`src/rtl/regs_master.sv`:
```
// regs_master: register-bus initiator. Accepts one host command at a time over
// a valid/ready port, drives a single req/ack register transaction, and returns
// the result over a valid/ready response port.
// Optional feature macro: REGS_MASTER_TIMEOUT_EN (ack timeout with error response).
module regs_master #(
  parameter int ADDR_SIZE_P = 4,
  parameter int TIMEOUT_P   = 16
) (
  input  logic                   clk,
  input  logic                   reset_L,
  input  logic                   cmd_valid,
  output logic                   cmd_ready,
  input  logic                   cmd_rd_wr,
  input  logic [ADDR_SIZE_P-1:0] cmd_addr,
  input  logic [31:0]            cmd_wdata,
  output logic                   rsp_valid,
  input  logic                   rsp_ready,
  output logic [31:0]            rsp_rdata,
  output logic                   rsp_err,
  output logic                   req,
  output logic [ADDR_SIZE_P-1:0] addr,
  output logic                   rd_wr,
  output logic [31:0]            write_val,
  input  logic [31:0]            read_val,
  input  logic                   ack,
  output logic                   busy
);

  typedef enum logic [1:0] {IDLE = 2'd0, REQ = 2'd1, RSP = 2'd2} state_t;

  state_t state;
  state_t state_nxt;
  logic   timeout_hit;

  // TIMEOUT_P is only meaningful in 2..255; an out-of-range value leaves a
  // visible marker scope in the elaborated hierarchy.
  if (TIMEOUT_P < 2 || TIMEOUT_P > 255) begin : g_timeout_p_out_of_range
  end

`ifdef REGS_MASTER_TIMEOUT_EN
  logic [7:0] wait_cnt;

  // Wait counter: zero outside REQ, so it is cleared on every entry to REQ.
  always_ff @(posedge clk or negedge reset_L) begin
    if (!reset_L)          wait_cnt <= 8'd0;
    else if (state != REQ) wait_cnt <= 8'd0;
    else                   wait_cnt <= wait_cnt + 8'd1;
  end

  // A same-cycle ack takes priority over the timeout.
  assign timeout_hit = (state == REQ) && !ack && (wait_cnt == 8'(TIMEOUT_P - 1));

  // Error flag: set on timeout, cleared on a real ack, held through RSP.
  always_ff @(posedge clk or negedge reset_L) begin
    if (!reset_L) begin
      rsp_err <= 1'b0;
    end else if (state == REQ) begin
      if (ack)              rsp_err <= 1'b0;
      else if (timeout_hit) rsp_err <= 1'b1;
    end
  end
`else
  // Without the timeout feature REQ waits for ack indefinitely.
  assign timeout_hit = 1'b0;
  assign rsp_err     = 1'b0;
`endif

  // State register.
  always_ff @(posedge clk or negedge reset_L) begin
    if (!reset_L) state <= IDLE;
    else          state <= state_nxt;
  end

  // Next-state decode; ack outside REQ is deliberately ignored.
  always_comb begin
    state_nxt = state;
    case (state)
      IDLE:    if (cmd_valid)          state_nxt = REQ;
      REQ:     if (ack || timeout_hit) state_nxt = RSP;
      RSP:     if (rsp_ready)          state_nxt = IDLE;
      default:                         state_nxt = IDLE;
    endcase
  end

  // Host-side handshake outputs decoded straight from the state register.
  always_comb begin
    cmd_ready = (state == IDLE);
    busy      = (state != IDLE);
  end

  // Registered bus/response outputs; bus fields persist after completion.
  always_ff @(posedge clk or negedge reset_L) begin
    if (!reset_L) begin
      req       <= 1'b0;
      rsp_valid <= 1'b0;
      addr      <= '0;
      rd_wr     <= 1'b0;
      write_val <= 32'd0;
      rsp_rdata <= 32'd0;
    end else begin
      req       <= (state_nxt == REQ);
      rsp_valid <= (state_nxt == RSP);
      if (state == IDLE && cmd_valid) begin
        addr      <= cmd_addr;
        rd_wr     <= cmd_rd_wr;
        write_val <= cmd_wdata;
      end
      if (state == REQ) begin
        if (ack)              rsp_rdata <= rd_wr ? 32'd0 : read_val;
        else if (timeout_hit) rsp_rdata <= 32'd0;
      end
    end
  end

endmodule

```
`config.mk`:
```
export PLATFORM = sky130hd
export DESIGN_NAME = regs_master
export DESIGN_NICKNAME = d
export VERILOG_FILES = /design/src/rtl/regs_master.sv
export SDC_FILE = /design/constraint.sdc
export NUM_CORES = 1
export LEC_CHECK = 0
export CORE_MARGIN = 2
export CORE_UTILIZATION = 37
export DETAILED_ROUTE_END_ITERATION = 12
export GPL_ROUTABILITY_DRIVEN = 0
export PLACE_DENSITY = 0.81
export SYNTH_ARGS = -nofsm -noshare
export SYNTH_HDL_FRONTEND = slang
export SYNTH_SLANG_ARGS = --single-unit
```
`constraint.sdc`:
```
create_clock -name clk -period 1.45 [get_ports clk]
set_input_delay 0.2175 -clock clk [delete_from_list [all_inputs] [get_ports clk]]
set_output_delay 0.2175 -clock clk [all_outputs]
set_load 0.01 [all_outputs]
```
==> results <==
logic make-up after synthesis:
| group | Yosys count | share of synthesized area (%) |
|---|---|---|
| AND/OR/NAND/NOR | 38 | 7.67 |
| multiplexers | 69 | 28.3 |
| flip-flops | 73 | 58.7 |
| other | 1 | 0.120 |
| AO/OA/AOI/OAI | 4 | 0.884 |
| buffers and inverters | 13 | 4.34 |
worst reg2reg max path, cell delays in order, from the launching register on:
cell       delay, ns
dfrtp_1         0.40
buf_6           0.13
nor3b_4         0.24
buf_6           0.18
clkbuf_16       0.16
mux2_4          0.29
cells in the mapped netlist:
| cell | instances |
|---|---|
| a21oi_1 | 2 |
| inv_1 | 1 |
| nand2b_1 | 2 |
| buf_4 | 2 |
| or2_2 | 1 |
| nor2_1 | 1 |
| buf_12 | 3 |
| dfrtp_1 | 73 |
| nor3b_1 | 1 |
| and3b_1 | 1 |
| a21o_2 | 2 |
| buf_6 | 4 |
| conb_1 | 1 |
| nor2b_1 | 32 |
| clkbuf_1 | 3 |
| mux2_4 | 28 |
| mux2_2 | 41 |
sequential cells by signal, summed over array words and instances (netlist names):
| register | flops |
|---|---|
| state | 2 |
| addr | 4 |
| rsp_valid | 1 |
| rd_wr | 1 |
| req | 1 |
| write_val | 32 |
| rsp_rdata | 32 |
power breakdown:
part	switching, mW	total, mW	internal [mW]
Clock	0.728	1.69	0.961
Combinational	1.90	4.84	2.94
Sequential	0.482	3.46	2.97
Total	3.11	9.98	6.87
metal layers:
metal / wire, um / part of all wire [%]
met1: 3280 / 43
met5: 0 / 0
met2: 3810 / 50
met3: 461 / 6.0
met4: 120 / 1.6
through the flow:
stage | power [mW] | hold slack (ns) | setup WS (ns)
global route | 10.6 | 0.472 | -0.136
CTS | 9.77 | 0.439 | -0.0475
finish | 9.98 | 0.419 | -0.0833
floorplan | 5.92 | -0.0781 | 0.0653
global placement | 8.29 | 0.259 | -0.203
detailed placement | 8.44 | 0.266 | -0.252
path summary, 6_finish.rpt:
kind                               startpoint             to  depth (start not counted)
min in group clk                cmd_wdata[14]  write_val[14]                          2
worst min-delay path                  reset_L  rsp_rdata[20]                          3
worst min register to register        addr[1]        addr[1]                          1
worst max-delay path                 state[0]   write_val[9]                          5
max in group asynchronous             reset_L  rsp_rdata[31]                          3
worst max register to register       state[0]   write_val[9]                          5
cell type report:
type	count	area, um2	area share (%)
multi-input combinational	112	1250	24.6
sequential	73	1830	36.1
inverter	1	3.75	0.0741
clock buffer	10	128	2.52
clock inverter	5	81.3	1.61
timing repair buffer	163	1650	32.5
tap	105	131	2.59
timing repair:
action / 4_1_cts / 5_1_grt
hold buffers: 1 / 0
pin swaps: 0 / 1
gates cloned: 1 / 3
buffers inserted: 3 / 1
setup endpoints to repair: 98 / 81
gates resized for setup: 73 / 36
hold endpoints to repair: 73 / 0
==> results.py <==
metrics = {
    "setup_path": {
        "r2r_setup_slack_ns": -0.08,
        "critPathRequiredTime_ns": 1.66,
        "arrival_ns": 1.74,
        "start_kind": "register",
        "cp_common_cell": "buf_6",
        "end_kind": "register",
        "critPathKind": "register to register",
        "cp_max_fo": 5,
        "crit_slowest_cell": "dfrtp_1",
        "path_buf_inv": 3,
        "cp_top_family": "buffers and inverters",
        "worstPathCellList": "buf_6 -> nor3b_4 -> buf_6 -> clkbuf_16 -> mux2_4",
        "max_stage_delay_ns": 0.40,
    },
    "finish": {
        "final_common_cell": "dfrtp_1",
        "nFillCells": 684,
        "drive_gt1_share_pct": 29.4,
        "areaGrowthSynthToFinish_pct": 62.6,
        "final_cells": 469,
        "fin_nets": 434,
        "layout_common_cells": "73 x dfrtp_1, 72 x clkdlybuf4s50_1, 59 x dlygate4sd2_1",
        "stdcell_area_um2": 5060,
        "final_util_pct": 62.0,
        "antenna_cells": 0,
    },
    "die": {
        "dieArea_um2": 9170,
        "start_util_pct": 38.1,
        "rows": 33,
        "die_y_um": 95.7,
        "coreArea_um2": 8180,
        "ios": 148,
        "die_w_um": 95.7,
    },
    "synthesis": {
        "yosys.area.top_type": "dfrtp_1",
        "syn_area_um2": 3110,
        "ys_seq_area_share_pct": 58.7,
        "yosys_warnings": 0,
        "synth_cells": 198,
        "ys_types": 17,
        "synth_nets": 272,
        "synth.area.top_cells": "dfrtp_1 59%, mux2_2 15%, mux2_4 13%",
        "ys_ff_latch": 73,
        "syn_area_per_cell_um2": 15.7,
        "synth_top_area_share_pct": 58.7,
    },
    "global_routing": {
        "grt-busiest-layer": "met2",
        "grt_pass1_vias": 2252,
        "grt_pass1_wl_um": 11200,
        "use_met1_pct": 19.7,
        "antenna_found_initial": 0,
        "grt_use_total_pct": 16.0,
        "grtUsageMet2_pct": 27.2,
        "overflow": 0,
        "met3_usage_pct": 4.31,
        "grt_max_degree": 74,
    },
    "route": {
        "wire_per_inst_um": 16.3,
        "drt-pass1-iter-count": 3,
        "drt-total-wl_um": 7670,
        "drtAntennaViolNets": 0,
        "via_count": 2156,
        "route.detailed.drc": 0,
        "viasPerCell": 4.60,
        "drt-initial-drc-count": 42,
    },
    "pwr": {
        "leakagePower_nw": 2.49,
        "pwr_density_cell_nw_per_um2": 1970,
        "peakVddDrop_mv": 0.738,
    },
    "timing": {
        "final.setup.tns_ns": -3.29,
        "finalSetupViolations": 69,
        "slew_violations": 0,
        "grt_setup_unrepaired": "yes",
        "worst_clock_skew_ns": 0.0135,
        "fmax_ghz": 0.652,
        "min_period_over_period_pct": 106,
        "post-route-min-period_ns": 1.53,
        "worst_slack_ns": -0.0833,
        "final_hold_viol_count": 0,
    },
    "placed_design": {
        "dpl-instance-area_um2": 4700,
        "placed_cells": 446,
        "dp_hpwl_um": 5010,
        "numPortBuffers": 146,
    },
    "clocking": {
        "clock_sinks": 73,
        "root_buffer": "clkbuf_8",
        "htree_levels": 3,
        "cts_inserted_buffers": 9,
        "clk_pin_slew_ns": 0.08,
        "clock_path_buffers": 2,
        "clock_latency_ns": 0.33,
        "tritoncts": "built",
    },
    "worst_hold_path": {
        "min_path_type": "input pin to asynchronous set/reset pin",
    },
    "outcome": {
        "outcome": "complete, but fails checks",
        "violations": "setup timing",
    },
    "job": {
        "max_cap_viol_count": 0,
    },
}
Power figures use the tool's default switching activity.
